[config.mk]
export PLATFORM = sky130hd
export DESIGN_NAME = pfb_coeff_stream_tx
export DESIGN_NICKNAME = d
export VERILOG_FILES = /design/src/rtl/pfb_coeff_pkg.sv /design/src/rtl/pfb_coeff_skid_fifo.sv /design/src/rtl/pfb_coeff_stream_tx.sv
export SDC_FILE = /design/constraint.sdc
export NUM_CORES = 1
export LEC_CHECK = 0
export CAP_MARGIN = 15
export CORE_UTILIZATION = 48
export CTS_CLUSTER_DIAMETER = 150
export DETAILED_ROUTE_END_ITERATION = 6
export PLACE_DENSITY = 0.71
export SETUP_SLACK_MARGIN = 0.02
export SLEW_MARGIN = 25
export SYNTH_ARGS = -nofsm -noshare
export SYNTH_HDL_FRONTEND = slang
export SYNTH_SLANG_ARGS = --single-unit
export TNS_END_PERCENT = 20
[constraint.sdc]
create_clock -name clk -period 5.95 [get_ports clk]
set_input_delay 1.19 -clock clk [delete_from_list [all_inputs] [get_ports clk]]
set_output_delay 1.19 -clock clk [all_outputs]
set_load 0.01 [all_outputs]
[src/rtl/pfb_coeff_pkg.sv]
// Shared definitions for the PFB coefficient stream source: FSM encodings,
// stream width and coefficient sign extension.
package pfb_coeff_pkg;

    localparam int TDATA_W = 32;

    localparam logic [1:0] S_IDLE  = 2'd0;
    localparam logic [1:0] S_RUN   = 2'd1;
    localparam logic [1:0] S_DRAIN = 2'd2;

    // Sign-extend the low 'width' bits of raw to the full stream width.
    function automatic logic [TDATA_W-1:0] sext_coeff(input logic [TDATA_W-1:0] raw,
                                                      input int unsigned        width);
        logic signed [TDATA_W-1:0] w_shl;
        w_shl = $signed(raw << (TDATA_W - width));
        return $unsigned(w_shl >>> (TDATA_W - width));
    endfunction

endpackage

[src/rtl/pfb_coeff_skid_fifo.sv]
// Synchronous DEPTH x W FIFO with occupancy count; head is valid whenever not empty.
// Zero-latency read of the head, one-cycle write latency; push and pop in one cycle keep the count.
module pfb_coeff_skid_fifo #(
    parameter  int DEPTH = 4,
    parameter  int W     = 33,
    localparam int CNT_W = $clog2(DEPTH) + 1
) (
    input  logic             clk,
    input  logic             rst,
    input  logic             i_push,
    input  logic [W-1:0]     i_push_dat,
    input  logic             i_pop,
    output logic [W-1:0]     o_head_dat,
    output logic [CNT_W-1:0] o_count,
    output logic             o_empty,
    output logic             o_full
);

    localparam int PTR_W = (DEPTH > 1) ? $clog2(DEPTH) : 1;

    logic [W-1:0]     r_mem [DEPTH];
    logic [PTR_W-1:0] r_wr_ptr;
    logic [PTR_W-1:0] r_rd_ptr;
    logic [CNT_W-1:0] r_count;
    logic             w_do_push;
    logic             w_do_pop;

    assign o_empty    = (r_count == '0);
    assign o_full     = (r_count == CNT_W'(DEPTH));
    assign o_count    = r_count;
    assign o_head_dat = r_mem[r_rd_ptr];

    assign w_do_pop  = i_pop && !o_empty;
    assign w_do_push = i_push && (!o_full || w_do_pop);

    always_ff @(posedge clk or posedge rst) begin
        if (rst) begin
            r_wr_ptr <= '0;
            r_rd_ptr <= '0;
            r_count  <= '0;
        end else begin
            if (w_do_push) r_wr_ptr <= r_wr_ptr + PTR_W'(1);
            if (w_do_pop)  r_rd_ptr <= r_rd_ptr + PTR_W'(1);
            r_count <= r_count + CNT_W'(w_do_push) - CNT_W'(w_do_pop);
        end
    end

    always_ff @(posedge clk) begin
        if (w_do_push) r_mem[r_wr_ptr] <= i_push_dat;
    end

endmodule

[src/rtl/pfb_coeff_stream_tx.sv]
// Reads NUM_COEFFS words from a fixed-latency RAM and sends them as one AXI-Stream packet.
// First tvalid RD_LAT+1 cycles after start; reads are credit-limited so the skid FIFO absorbs stalls. Option: PFB_TX_CHECKSUM_EN.
module pfb_coeff_stream_tx
    import pfb_coeff_pkg::*;
#(
    parameter int ADDR_W     = 12,
    parameter int DATA_W     = 25,
    parameter int NUM_COEFFS = 4096,
    parameter int RD_LAT     = 3,
    parameter int FIFO_DEPTH = 4
) (
    input  logic               clk,
    input  logic               sync_reset,
    input  logic               start,
    output logic               busy,
    output logic               done,
    output logic               mem_rd_en,
    output logic [ADDR_W-1:0]  mem_addr,
    input  logic [DATA_W-1:0]  mem_dout,
`ifdef PFB_TX_CHECKSUM_EN
    output logic [TDATA_W-1:0] checksum,
    output logic               checksum_vld,
`endif
    output logic               m_axis_tvalid,
    output logic [TDATA_W-1:0] m_axis_tdata,
    output logic               m_axis_tlast,
    input  logic               m_axis_tready
);

    localparam int                CNT_W     = $clog2(FIFO_DEPTH) + 1;
    localparam logic [ADDR_W-1:0] LAST_ADDR = ADDR_W'(NUM_COEFFS - 1);

    logic [1:0]         r_state;
    logic [ADDR_W-1:0]  r_addr;
    logic [RD_LAT-1:0]  r_vld_dly;
    logic [RD_LAT-1:0]  r_last_dly;
    logic [CNT_W-1:0]   r_inflight;
    logic               r_done;

    logic [TDATA_W:0]   w_push_dat;
    logic [TDATA_W:0]   w_head;
    logic [CNT_W-1:0]   w_fifo_count;
    logic [CNT_W:0]     w_used;
    logic               w_empty;
    logic               w_full;
    logic               w_push;
    logic               w_pop;
    logic               w_rd_en;
    logic               w_last_rd;
    logic               w_start_acc;
    logic               w_frame_end;

    assign w_pop       = !w_empty && m_axis_tready;
    assign w_push      = r_vld_dly[RD_LAT-1];
    assign w_start_acc = (r_state == S_IDLE) && start;
    assign w_frame_end = (r_state == S_DRAIN) && w_pop && w_head[TDATA_W];

    // Outstanding words (in the RAM pipe or the FIFO) after this cycle's pop;
    // holding it at FIFO_DEPTH keeps the FIFO from overflowing yet allows 1 word/cycle.
    assign w_used    = {1'b0, r_inflight} + {1'b0, w_fifo_count} - {{CNT_W{1'b0}}, w_pop};
    assign w_rd_en   = (r_state == S_RUN) && !w_full && (w_used < (CNT_W+1)'(FIFO_DEPTH));
    assign w_last_rd = w_rd_en && (r_addr == LAST_ADDR);

    assign w_push_dat = {r_last_dly[RD_LAT-1], sext_coeff(TDATA_W'(mem_dout), DATA_W)};

    always_ff @(posedge clk or posedge sync_reset) begin
        if (sync_reset) begin
            r_state <= S_IDLE;
            r_addr  <= '0;
            r_done  <= 1'b0;
        end else begin
            r_done <= 1'b0;
            case (r_state)
                S_IDLE:  if (start) r_state <= S_RUN;
                S_RUN:   if (w_last_rd) r_state <= S_DRAIN;
                S_DRAIN: begin
                    if (w_frame_end) begin
                        r_state <= S_IDLE;
                        r_done  <= 1'b1;
                    end
                end
                default: r_state <= S_IDLE;
            endcase
            if (w_last_rd)    r_addr <= '0;
            else if (w_rd_en) r_addr <= r_addr + ADDR_W'(1);
        end
    end

    always_ff @(posedge clk or posedge sync_reset) begin
        if (sync_reset) begin
            r_vld_dly  <= '0;
            r_last_dly <= '0;
            r_inflight <= '0;
        end else begin
            r_vld_dly[0]  <= w_rd_en;
            r_last_dly[0] <= w_last_rd;
            for (int i = 1; i < RD_LAT; i++) begin
                r_vld_dly[i]  <= r_vld_dly[i-1];
                r_last_dly[i] <= r_last_dly[i-1];
            end
            r_inflight <= r_inflight + CNT_W'(w_rd_en) - CNT_W'(w_push);
        end
    end

    pfb_coeff_skid_fifo #(
        .DEPTH (FIFO_DEPTH),
        .W     (TDATA_W + 1)
    ) u_fifo (
        .clk        (clk),
        .rst        (sync_reset),
        .i_push     (w_push),
        .i_push_dat (w_push_dat),
        .i_pop      (w_pop),
        .o_head_dat (w_head),
        .o_count    (w_fifo_count),
        .o_empty    (w_empty),
        .o_full     (w_full)
    );

    // Head storage is not reset, so mask it while the FIFO is empty.
    assign m_axis_tvalid = !w_empty;
    assign m_axis_tdata  = w_empty ? '0 : w_head[TDATA_W-1:0];
    assign m_axis_tlast  = !w_empty && w_head[TDATA_W];

    assign busy      = (r_state != S_IDLE);
    assign done      = r_done;
    assign mem_rd_en = w_rd_en;
    assign mem_addr  = r_addr;

`ifdef PFB_TX_CHECKSUM_EN
    logic [TDATA_W-1:0] r_checksum;
    logic               r_checksum_vld;

    always_ff @(posedge clk or posedge sync_reset) begin
        if (sync_reset) begin
            r_checksum     <= '0;
            r_checksum_vld <= 1'b0;
        end else if (w_start_acc) begin
            r_checksum     <= '0;
            r_checksum_vld <= 1'b0;
        end else begin
            if (w_pop)       r_checksum     <= r_checksum + m_axis_tdata;
            if (w_frame_end) r_checksum_vld <= 1'b1;
        end
    end

    assign checksum     = r_checksum;
    assign checksum_vld = r_checksum_vld;
`else
    logic w_start_unused;
    assign w_start_unused = w_start_acc;
`endif

endmodule

### After elaboration in Yosys (flattened, before gate mapping)

Memory sizes are Yosys's and may differ from the RTL's.
Index checks and enable logic that the tools add are counted.

* add/sub/neg operators: 9
* multiply operators: 0
* divide/modulo/power cells: 0
* $lt $le $gt $ge: 1
* equality and inequality tests: 7
* shift-type cells: 0
* mux-type cells: 11
* bitwise gates (word level): 0
* reduce and logical (&&, ||, !) cells: 17

Operators with widths (number)
* $mux W32: 1
* $mux W12: 2
* $add A12 B1 Y12 const B: 1
* $eq A12 B12 Y1 const B: 1
* $logic_and A1 B1 Y1: 9
* $add A3 B1 Y3: 2
* $mux W2: 3
* $ne A2 B2 Y1 const B: 3
* $pmux W2 S3: 1
* $sub A3 B1 Y3: 2
* $add A2 B1 Y2 const B: 2
* $add A3 B3 Y4: 1
* $lt A4 B3 Y1 const B: 1
* $mux W1: 4
* $reduce_bool A2 Y1: 2
* $sub A4 B1 Y4: 1
* $eq A3 B3 Y1 const B: 1
* $logic_not A3 Y1: 1
* $reduce_and A3 Y1: 1
* $eq A2 B1 Y1 const B: 1
* $eq A2 B2 Y1 const B: 1
* $logic_not A1 Y1: 2
* $logic_not A2 Y1: 1
* $logic_or A1 B1 Y1: 1

* register bits after elaboration: 31
* bits in latches: 0
* RAM bits: 132
* ROM bits: 0
* input port bits: 29
* logic and storage cells: 55
* memories: 1

Memories
* u_fifo.r_mem: depth 4, width 33, read ports 1, clocked after Yosys merged registers in 0, write ports 1, RTL line pfb_coeff_skid_fifo.sv:21 `logic [W-1:0] r_mem [DEPTH];`

### Logic depth before layout (Yosys ltp)

* depth in word-level cells: 9
* gate-level depth with buffers: 14
* mapped depth without buffers: 13

### By module

Synthesis repeated with hierarchy kept, for this count alone.

* cells, all modules: 359
* area, all modules: 6618.8 um2

By module, submodules not included
* pfb_coeff_skid_fifo: instances 1, cells an instance 209, area each 5203.7 um2, seq. area each 4139.0 um2
* pfb_coeff_stream_tx: instances 1, cells an instance 150, area each 1415.1 um2, seq. area each 600.6 um2

### Worst setup path before layout

No wires, ideal clock.

* path type: input to output
* start point: input m_axis_tready
* end point: output mem_rd_en
* arrival time: 2.754 ns
* required time: 4.760 ns
* slack: 2.006 ns
* cell stages on the path: 8
* path buffers: 0
* path through: and2_1 -> ha_1 -> inv_1 -> ha_1 -> and3b_4 -> nor4_2 -> o21ai_1 -> inv_2

* cells in the longest elaborated chain, start to end: 4

Ends and longest elaborated chain
* from (decl): RTL line pfb_coeff_stream_tx.sv:27 `input logic m_axis_tready`
* $logic_and A1 B1 Y1: RTL line pfb_coeff_stream_tx.sv:53 `assign w_pop = !w_empty && m_axis_tready;`
* $sub A4 B1 Y4: RTL line pfb_coeff_stream_tx.sv:60 `assign w_used = {1'b0, r_inflight} + {1'b0, w_fifo_count} - {{CNT_W{1'b0}}, w_pop};`
* $lt A4 B3 Y1: RTL line pfb_coeff_stream_tx.sv:61 `assign w_rd_en = (r_state == S_RUN) && !w_full && (w_used < (CNT_W+1)'(FIFO_DEPTH));`
* $logic_and A1 B1 Y1: RTL line pfb_coeff_stream_tx.sv:61
* to (decl): RTL line pfb_coeff_stream_tx.sv:17 `output logic mem_rd_en,`

No other way between the ends.

### Worst setup path in the final report

Same ends and word-level chain as after synthesis.

==> results.sh <==
export IMPL_crit_type="input port to output port"
export IMPL_cts_root_buffer="clkbuf_16"
export IMPL_skew_ps=6.165
export IMPL_worst_hold_path_type="flip-flop to flip-flop"
export IMPL_ctsHoldBuffers=0
export IMPL_slew_viol_final=0
export IMPL_wire_per_inst_um=17.88
export IMPL_place_congestion=0.7920
export IMPL_status="finished clean"
export IMPL_initial_core_util_pct=49.48
export IMPL_setup_viol=0
export IMPL_p_per_area_nw_per_um2=533.5
export IMPL_synth_fp_nets=376
export IMPL_ys_flop_type="edfxtp_1"
export IMPL_grt_use_total_pct=18.31
export IMPL_n_antenna_cell=0
export IMPL_worst_pin_slew_ps=923.5
export IMPL_htreeDepth=4
export IMPL_cts_buffer_depth=2
export IMPL_ys_async_sr_fraction_pct=22.96
export IMPL_rows=39
export IMPL_cp_required_ps=4760
export IMPL_slew_headroom_pct=38.43
export IMPL_synth_top_area_share_pct=55.04
export IMPL_cp_arrival_ps=4070
export IMPL_yosys_warnings=0
export IMPL_grt_max_degree=32
export IMPL_maxCapViolations=0
export IMPL_core_um2=11470
export IMPL_route_detailed_drc=0
export IMPL_die_y_um=110.7
export IMPL_pre_cts_ws_ps=669.0
export IMPL_fp_dieW_um=110.7
export IMPL_ys_seq_area_share_pct=68.71
export IMPL_nets=461
export IMPL_max_freq_ghz=0.1902
export IMPL_postSynthCellCount=333
export IMPL_tns_ps=0
export IMPL_ys_seq_elements=135
export IMPL_timing_final_crit_share_pct=88.36
export IMPL_critPathMaxFanout=8
export IMPL_vdd_drop_max_mv=0.2800
export IMPL_overflow=0
export IMPL_pin_count=78
export IMPL_hpwl_mm=6.365
export IMPL_ff2ff_setup_slack_ps=2530
export IMPL_cts_sinks=135
export IMPL_synth_edf_count=104
export IMPL_drive_above_1_share_pct=16.94
export IMPL_n_fill_cell=836
export IMPL_insertion_delay_ps=410
export IMPL_worst_slack_ps=692.4
export IMPL_power_leakage_nw=2.559
export IMPL_antenna_found_initial=0
export IMPL_die_area_um2=12260
export IMPL_yosysUniqueCellTypes=51
export IMPL_setup_worst_path_start_class="input port"
export IMPL_yosys_top_cells_area="edfxtp_1 55%, dfrtp_1 14%, mux4_2 10%"
export IMPL_synth_top_cell_by_area="edfxtp_1"
export IMPL_io_buffers=77
export IMPL_cts_tree="done"
export IMPL_grt_pass1_wl_mm=16.79
export IMPL_via_count=3131
export IMPL_fin_crit_ps=5258
export IMPL_syn_mean_instance_area_um2=17.04
export IMPL_drtPass1Iterations=6
export IMPL_grt_pass1_vias=3213
export IMPL_cts_resized=0
export IMPL_postRouteAntennaNets=0
export IMPL_hold_violations=0
export IMPL_wl_mm=10.27
export IMPL_syn_to_final_growth_pct=26.13
export IMPL_rsz0062_at_grt="false"
export IMPL_cts_setup_buffers=0
export IMPL_cp_end_kind="output port"
export IMPL_cts_clk_slew_worst_paths_ps=60
export IMPL_via_per_inst=5.455
export IMPL_syn_cell_area_um2=5674
export IMPL_drt_iter0_drc=138
export IMPL_cts_buffers=17
==> logic make-up (layout without fill, tap and decap cells) <==
kind of cell | after synthesis | in the layout | synth area share, %
AOI/OAI and AO/OA | 28 | 28 | 3.881
and+or+nand+nor | 75 | 75 | 8.049
xor gates and xnor gates | 14 | 14 | 2.161
adders and majority gates | 14 | 14 | 3.352
buffers and inverters | 39 | 137 | 3.153
muxes | 28 | 28 | 10.69
DFF | 135 | 135 | 68.71
==> path summary, 6_finish.rpt <==
kind	cells after the start	endpoint	startpoint
worst max-delay path	10	mem_rd_en	m_axis_tready
worst min-delay path	0	r_vld_dly[1]	r_vld_dly[0]
worst max register to register	13	r_inflight[2]	u_fifo.o_count[2]
worst min register to register	0	r_vld_dly[1]	r_vld_dly[0]
max in group asynchronous	3	u_fifo.r_rd_ptr[0]	sync_reset
min in group asynchronous	3	r_vld_dly[1]	sync_reset
==> power by group <==
group / switching, mW / internal (mW)
Clock: 0.392 / 0.619
Combinational: 0.658 / 0.813
Sequential: 0.156 / 1.18
Total: 1.21 / 2.61
==> critical path, stage by stage <==
cell             delay [ps]
clkdlybuf4s50_1         530
and2_1                  210
ha_1                    210
inv_1                    50
ha_1                    310
and3b_4                 220
nor4_2                  350
o21ai_1                 230
inv_2                   210
clkdlybuf4s50_1         570
==> cell type report <==
cell class | instances | area [um2] | share of cell area (%)
sequential | 135 | 3900 | 54.49
multi-input combinational | 159 | 1597 | 22.31
timing repair buffer | 84 | 823.3 | 11.50
clock buffer | 18 | 429.2 | 5.997
tap | 143 | 178.9 | 2.500
clock inverter | 14 | 150.1 | 2.098
inverter | 21 | 78.83 | 1.101
==> cells in the final DEF (no fill, tap or decap), types with 2 or more instances in the layout <==
master	n
nand4_1	2
clkinv_2	3
clkinv_4	3
and4_1	2
a221o_1	3
nor2_1	5
clkdlybuf4s50_1	77
o211ai_1	4
inv_1	20
buf_4	7
or2_2	3
nand2b_1	2
o2111ai_1	2
clkinvlp_4	3
xor2_1	2
a211oi_1	2
bufinv_16	2
nor3b_1	2
o21ai_0	2
xnor2_1	12
nand4b_1	2
mux4_2	26
edfxtp_1	104
inv_6	3
ha_1	12
nand2_1	7
and3_1	2
o211a_1	2
nand3_1	7
dfrtp_1	30
fa_1	2
clkbuf_16	17
a21oi_1	2
and2_1	33
a2111oi_0	2
==> sequential cells by signal, indices dropped and copies added, names as in the netlist <==
signal	count
r_inflight	3
r_last_dly	3
done	1
mem_addr	12
u_fifo.r_rd_ptr	2
u_fifo.r_wr_ptr	2
r_vld_dly	3
r_state	2
u_fifo.o_count	3
u_fifo.r_mem	104
==> synth_stat cells, types with 3 or more instances <==
library cell / count
nor2_1: 5
xnor2_1: 12
or2_2: 3
clkbuf_1: 6
nand2_1: 7
buf_2: 4
dfrtp_1: 31
mux4_2: 26
o211ai_1: 4
ha_1: 12
nand3_1: 7
buf_4: 7
inv_1: 20
a221o_1: 3
edfxtp_1: 104
and2_1: 33
==> routing by layer <==
metal,global-route usage [%],vias to the layer above,wire length [um]
met5,0,-,0
met4,8.978,0,169
met3,4.429,14,450
met2,28.94,93,5150
met1,23.92,1584,4495
li1,-,1440,-
==> metrics by stage <==
stage / hold WS (ps) / instance area, um2 / total power [mW] / cells / utilization (%)
3_3_place_gp: 333.4 / 6578 / 2.807 / 542 / 57.36
2_1_floorplan: 331.2 / 5674 / 2.266 / 333 / -
3_5_place_dp: 335.8 / 6578 / 2.838 / 542 / 57.36
6_report: 343.9 / 7157 / 3.818 / 574 / 62.41
5_1_grt: 355.5 / 7157 / 4.042 / 574 / 62.41
4_1_cts: 347.1 / 7157 / 3.860 / 574 / 62.41
Power figures use the tool's default switching activity.
